### src/rtl/prio_enc_debounce.sv
// Debounced 8-to-3 priority encoder feeding the seven-segment decoder (data/en).
// Latency: DB_CYCLES+4 edges from a switch change to data/valid; 1 edge from en_in.
// Backpressure: none; outputs are registered every edge and update pulses per change.
module prio_enc_debounce #(
    parameter int DB_CYCLES = 16,
    parameter int CNT_W     = $clog2(DB_CYCLES)
) (
    input  logic       clk,
    input  logic       rst,
    input  logic       en_in,
    input  logic [7:0] sw,
    output logic [2:0] data,
    output logic       valid,
    output logic       update
);

    localparam logic [CNT_W-1:0] CNT_MAX = CNT_W'(DB_CYCLES - 1);

    typedef enum logic {
        SETTLING,
        COUNTING
    } phase_t;

    phase_t           phase;
    logic [7:0]       s1, s2;
    logic [7:0]       cand, cand_nxt;
    logic [7:0]       stable, stable_nxt;
    logic [CNT_W-1:0] cnt, cnt_nxt;
    logic [2:0]       enc;
    logic             any;
    logic             valid_nxt;
    logic [2:0]       data_nxt;

    // The phase is implied by whether the synchronised input still matches the candidate.
    assign phase = (s2 != cand) ? SETTLING : COUNTING;

    always_comb begin
        cand_nxt   = cand;
        cnt_nxt    = cnt;
        stable_nxt = stable;
        case (phase)
            SETTLING: begin
                cand_nxt = s2;
                cnt_nxt  = '0;
            end
            COUNTING: begin
                if (cnt < CNT_MAX) begin
                    cnt_nxt = cnt + CNT_W'(1);
                end else begin
                    stable_nxt = cand;
                end
            end
            default: ;
        endcase
    end

    always_comb begin
        enc = 3'd0;
        for (int i = 0; i < 8; i++) begin
            if (stable[i]) begin
                enc = 3'(i);
            end
        end
    end

    assign any       = |stable;
    assign valid_nxt = en_in & any;
    assign data_nxt  = any ? enc : 3'd0;

    always_ff @(posedge clk or posedge rst) begin
        if (rst) begin
            s1     <= '0;
            s2     <= '0;
            cand   <= '0;
            cnt    <= '0;
            stable <= '0;
            data   <= 3'd0;
            valid  <= 1'b0;
            update <= 1'b0;
        end else begin
            s1     <= sw;
            s2     <= s1;
            cand   <= cand_nxt;
            cnt    <= cnt_nxt;
            stable <= stable_nxt;
            data   <= data_nxt;
            valid  <= valid_nxt;
            update <= ({valid_nxt, data_nxt} != {valid, data});
        end
    end

endmodule

### config.mk
export PLATFORM = sky130hd
export DESIGN_NAME = prio_enc_debounce
export DESIGN_NICKNAME = d
export VERILOG_FILES = /design/src/rtl/prio_enc_debounce.sv
export SDC_FILE = /design/constraint.sdc
export NUM_CORES = 1
export LEC_CHECK = 0
export ABC_CLOCK_PERIOD_IN_PS = 2100
export CORE_MARGIN = 8
export CORE_UTILIZATION = 36
export CTS_CLUSTER_DIAMETER = 60
export DETAILED_ROUTE_END_ITERATION = 8
export GPL_ROUTABILITY_DRIVEN = 0
export PLACE_DENSITY = 0.65
export SLEW_MARGIN = 30
export SYNTH_ARGS = -nofsm -noshare
export SYNTH_HDL_FRONTEND = slang
export SYNTH_SLANG_ARGS = --single-unit
### constraint.sdc
create_clock -name clk -period 2.1 [get_ports clk]
set_input_delay 0.315 -clock clk [delete_from_list [all_inputs] [get_ports clk]]
set_output_delay 0.315 -clock clk [all_outputs]
set_load 0.02 [all_outputs]
**Word level (Yosys, flattened, before mapping)**

Cells that the tools add are included.
W data, S select, Z words.

- Add/subtract/negate cells: 1
- Bitwise operators: 3
- $lt $le $gt $ge: 1
- Equality and inequality tests: 3
- Muxes and demuxes: 11
- Reduce and logical (&&, ||, !) cells: 2

Operators by type and width:

| operator | count |
|---|---|
| $mux W3 | 7 |
| $ne A8 B8 Y1 | 1 |
| $pmux W4 S2 | 1 |
| $reduce_or A8 Y1 | 1 |
| $add A4 B1 Y4 const B | 1 |
| $lt A4 B4 Y1 const B | 1 |
| $mux W4 | 1 |
| $ne A4 B4 Y1 | 1 |
| $mux W1 | 2 |
| $ne A2 B1 Y1 const B | 1 |
| $not A1 Y1 | 2 |
| $reduce_and A2 Y1 | 1 |
| $and A1 B1 Y1 | 1 |

- Bits of input ports: 11
- Register bits: 41
- Output and inout bits: 5
- Word-level logic and storage cells: 29

**Longest topological paths before layout**

- Depth in word-level cells: 9
- Depth in mapped cells: 5
- Mapped depth without buffers: 5

**Worst setup path after synthesis**

No wires, ideal clock.

- Path kind: flip-flop to flip-flop
- Start point: reg cand[4]
- End point: reg stable[0]
- Arrival time: 1507 ps
- Path buffers: 0
- Cell stages (with the launch flop): 6
- Period minus slack after synthesis: 1632 ps
- Required time: 1975 ps
- Library setup time: 125 ps
- Path slack: 468 ps
- Path through: dfrtp_1 -> xor2_1 -> nor4_1 -> nand2_1 -> nor2_4 -> mux2_2

- Cells in the longest elaborated chain, start to end: 3

Ends and longest elaborated chain:

| item | line | RTL |
|---|---|---|
| start, declared | 26 | `logic [7:0] cand, cand_nxt;` |
| start signal, assigned | 83 | `cand <= cand_nxt;` |
| $ne A8 B8 Y1 | 35 | `assign phase = (s2 != cand) ? SETTLING : COUNTING;` |
| $not A1 Y1 (no source line) | - |  |
| $reduce_and A2 Y1 (no source line) | - |  |
| end signal, assigned | 85 | `stable <= stable_nxt;` |
| end, declared | 27 | `logic [7:0] stable, stable_nxt;` |

No other way between the ends.
A chain may end at the register's enable or synchronous reset.

**Final worst setup path**

- Start point: reg cand[4]
- End point: reg stable[5]

Same word-level chain as after synthesis.

==> metrics.txt <==
simple-gate share of the synthesized area 8.55%; Max Fclk 556 MHz; met1 layer usage reported by global route 8.43%; family with the most delay on the worst path simple AND/OR/NAND/NOR gates; element type at the critical path end register; number of sinks handled by clock tree synthesis 41; post-synthesis adder-cell area fraction 0.855%; DRC viols 0; synthesis-to-finish area growth 18.9%; area of the die 6360 µm²; critical path buffer and inverter count 0; reported max-cap violation count 0; post-route ant nets 0; portion of the post-synthesis area used by sequential elements 70.1%; area occupied by multi-input gates 392 µm²; Synth Cell Area 1460 µm²; iteration-0 DRC count of the detailed router 28; max-slew violation count 0; final routed wirelength across all metal layers 2110 µm; Min-Delay Path Class reg -> reg; Worst Max-Slew Pin Slew 0.505 ns; count of endpoints failing setup in the final report 0; Ys Warns 0; CP cell instances xor2_1 -> nor4_1 -> nand2_1 -> nor2_4 -> mux2_2; Final Hold Violating Endpoints 0; number of different library cells in the post-synthesis netlist 25; Post-layout nets 130; GRT Util Overall 7.94%; setup bufs post-CTS 0; Final Skew 0.00389 ns; share of the synthesized area in compound gates (AO/OA/AOI/OAI) 3.34%; combined flip-flop and latch cell area 1030 µm²; endpoint with the worst hold slack s2[1]; detailed placement HPWL 1490 µm; Reg2Reg Setup Slack 0.30 ns; initial antenna violation count 0; Avg WL per Cell 12.5 µm; maximum single-stage delay on the critical path 0.39 ns; cell with the largest stage delay on the worst path sky130_fd_sc_hd__dfrtp_1; worst setup slack after layout 0.302 ns; register bit total from synthesis 41; mux share of post-synthesis cell area 6.84%; number of global-route vias before repair 873; # IOs 16; hold bufs inserted after CTS 0; largest area contributor in the synthesized netlist sky130_fd_sc_hd__dfrtp_1; vias after detailed routing 784; average footprint of a synthesized cell 14.2 µm²; clock tree from TritonCTS built; width of the die 79.7 µm; number of nets produced by synthesis 115; DP Worst Slack 0.291 ns; Peak supply drop 0.426 mV; H-Tree Depth 2; reg-to-reg critical path startpoint cand[4]; worst setup path class reg -> reg; setup repair after global routing missed its margin false; Worst Hold Depth 0; area inside the core boundary 3940 µm²; Pwr per Cell Area 781 nW/µm²; endpoint required time on the critical path 2.27 ns; Period Utilization, post-route 85.6%; master cell of the clock root buffer sky130_fd_sc_hd__clkbuf_8; Arr. time, crit path 1.97 ns; proportion of layout cells with a drive suffix above 1 16.8%; Initial Util 37.1%; cell count after synthesis 103; number of detailed-route iterations in the first pass 4; antenna cell count 0; number of rows in the core area 23; static leakage 0.823 nW; GRT overflow 0; # resized after CTS 0; final-layout setup total negative slack 0 ns; worst reg2reg path depth 5; clock latency on the worst-skew pair 0.29 ns; maximum number of pins on one net before global-route repair 42; HP Start s1[1]; routing layer with the top usage in global route met2; Vias/cell 4.64; M3 GR Usage 3.94%; crit start category register; total of fill cells in the finished design 363; Tmin final 1.80 ns; number of buffers added by the clock tree synthesis step 5; CTS clk-pin slew, worst paths 0.07 ns; met2 capacity usage during global routing 12.9%; global-route wire length before repair 3830 µm; result of the run finished, final reports clean; die outline height 79.7 µm; largest family of logic cells by synthesized area simple AND/OR/NAND/NOR gates; cell types with the largest area share after synthesis sky130_fd_sc_hd__dfrtp_1, sky130_fd_sc_hd__mux2_2, sky130_fd_sc_hd__xor2_1, sky130_fd_sc_hd__clkbuf_1, sky130_fd_sc_hd__nor2_1; deepest clock path buffer count 2; number of port buffers 15; post-synthesis share of cell area spent on xor and xnor gates 7.19%; max-slew headroom at the worst pin 66.3%; area share of the largest cell type after synthesis 70.1%; Worst Path Max Fanout 8; Critical R2R Capture stable[5]
## final cells by class
type	instances	share of cell area, %
clock inverter	3	1.01
clock buffer	5	3.96
timing repair buffer	16	9.06
multi-input combinational	50	22.5
sequential	41	59.0
inverter	4	0.863
tap	50	3.60
## flip-flops by register name, indices dropped and copies added, names as in the netlist
name and count:
stable 8, valid 1, cand 8, cnt 4, s2 8, data 3
update 1, s1 8
## where the power goes
group	internal, W	switching [W]
Clock	0.000229	0.000257
Sequential	0.000813	0.0000127
Combinational	0.0000248	0.0000225
## logic make-up (layout without fill, tap and decap cells)
logic type / Yosys count / in the layout
buf+inv: 12 / 28
mux: 9 / 9
compound gates: 7 / 7
xor+xnor: 12 / 12
flops: 41 / 41
simple gates: 21 / 21
fa+ha+maj: 1 / 1
## cell usage after synthesis
master                     count
sky130_fd_sc_hd__a2111o_1      1
sky130_fd_sc_hd__a21oi_1       1
sky130_fd_sc_hd__a31oi_1       2
sky130_fd_sc_hd__clkbuf_1      8
sky130_fd_sc_hd__dfrtp_1      41
sky130_fd_sc_hd__ha_1          1
sky130_fd_sc_hd__inv_1         4
sky130_fd_sc_hd__mux2_2        8
sky130_fd_sc_hd__mux2i_1       1
sky130_fd_sc_hd__nand2_1       2
sky130_fd_sc_hd__nand3_1       2
sky130_fd_sc_hd__nor2_1        7
sky130_fd_sc_hd__nor2_4        1
sky130_fd_sc_hd__nor2b_1       1
sky130_fd_sc_hd__nor3_1        2
sky130_fd_sc_hd__nor3b_1       1
sky130_fd_sc_hd__nor4_1        2
sky130_fd_sc_hd__nor4_4        1
sky130_fd_sc_hd__o21ai_0       1
sky130_fd_sc_hd__o21bai_1      1
sky130_fd_sc_hd__o31ai_1       1
sky130_fd_sc_hd__or2_2         1
sky130_fd_sc_hd__or3_1         1
sky130_fd_sc_hd__xnor2_1       2
sky130_fd_sc_hd__xor2_1       10
## metrics by stage
| step | hold slack [ns] | std cells | utilization [%] | power [W] | cell area (µm²) |
|---|---|---|---|---|---|
| floorplan | 0.331 | 103 | - | 0.000865 | 1460 |
| detailed placement | 0.336 | 161 | 41.9 | 0.000890 | 1650 |
| finish | 0.351 | 169 | 44.1 | 0.00136 | 1740 |
| CTS | 0.352 | 169 | 44.1 | 0.00139 | 1740 |
| global route | 0.361 | 169 | 44.1 | 0.00143 | 1740 |
| global placement | 0.333 | 161 | 41.9 | 0.000888 | 1650 |
## metal layers
| layer | routed length [µm] | share of wire, % |
|---|---|---|
| met4 | 0 | 0 |
| met3 | 138 | 6.5 |
| met1 | 977 | 46 |
| met5 | 0 | 0 |
| met2 | 994 | 47 |
## cell usage in the layout, fill, tap and decap left out
| cell type | instances |
|---|---|
| sky130_fd_sc_hd__a2111o_1 | 1 |
| sky130_fd_sc_hd__a21oi_1 | 1 |
| sky130_fd_sc_hd__a31oi_1 | 2 |
| sky130_fd_sc_hd__buf_4 | 1 |
| sky130_fd_sc_hd__clkbuf_8 | 5 |
| sky130_fd_sc_hd__clkdlybuf4s50_1 | 15 |
| sky130_fd_sc_hd__clkinv_2 | 2 |
| sky130_fd_sc_hd__clkinvlp_4 | 1 |
| sky130_fd_sc_hd__dfrtp_1 | 41 |
| sky130_fd_sc_hd__ha_1 | 1 |
| sky130_fd_sc_hd__inv_1 | 4 |
| sky130_fd_sc_hd__mux2_2 | 8 |
| sky130_fd_sc_hd__mux2i_1 | 1 |
| sky130_fd_sc_hd__nand2_1 | 2 |
| sky130_fd_sc_hd__nand3_1 | 2 |
| sky130_fd_sc_hd__nor2_1 | 7 |
| sky130_fd_sc_hd__nor2_4 | 1 |
| sky130_fd_sc_hd__nor2b_1 | 1 |
| sky130_fd_sc_hd__nor3_1 | 2 |
| sky130_fd_sc_hd__nor3b_1 | 1 |
| sky130_fd_sc_hd__nor4_1 | 2 |
| sky130_fd_sc_hd__nor4_4 | 1 |
| sky130_fd_sc_hd__o21ai_0 | 1 |
| sky130_fd_sc_hd__o21bai_1 | 1 |
| sky130_fd_sc_hd__o31ai_1 | 1 |
| sky130_fd_sc_hd__or2_2 | 1 |
| sky130_fd_sc_hd__or3_1 | 1 |
| sky130_fd_sc_hd__xnor2_1 | 2 |
| sky130_fd_sc_hd__xor2_1 | 10 |
## worst max-delay path by stage
stage / from / end / cells after the start
6_report: cand[4] / stable[5] / 5
5_1_grt: cand[0] / stable[5] / 5
4_1_cts: cand[4] / stable[5] / 5
3_5_place_dp: cand[4] / stable[0] / 5
3_3_place_gp: cand[1] / stable[2] / 5
2_1_floorplan: cand[4] / stable[0] / 5
(Power assumes the default switching activity.)
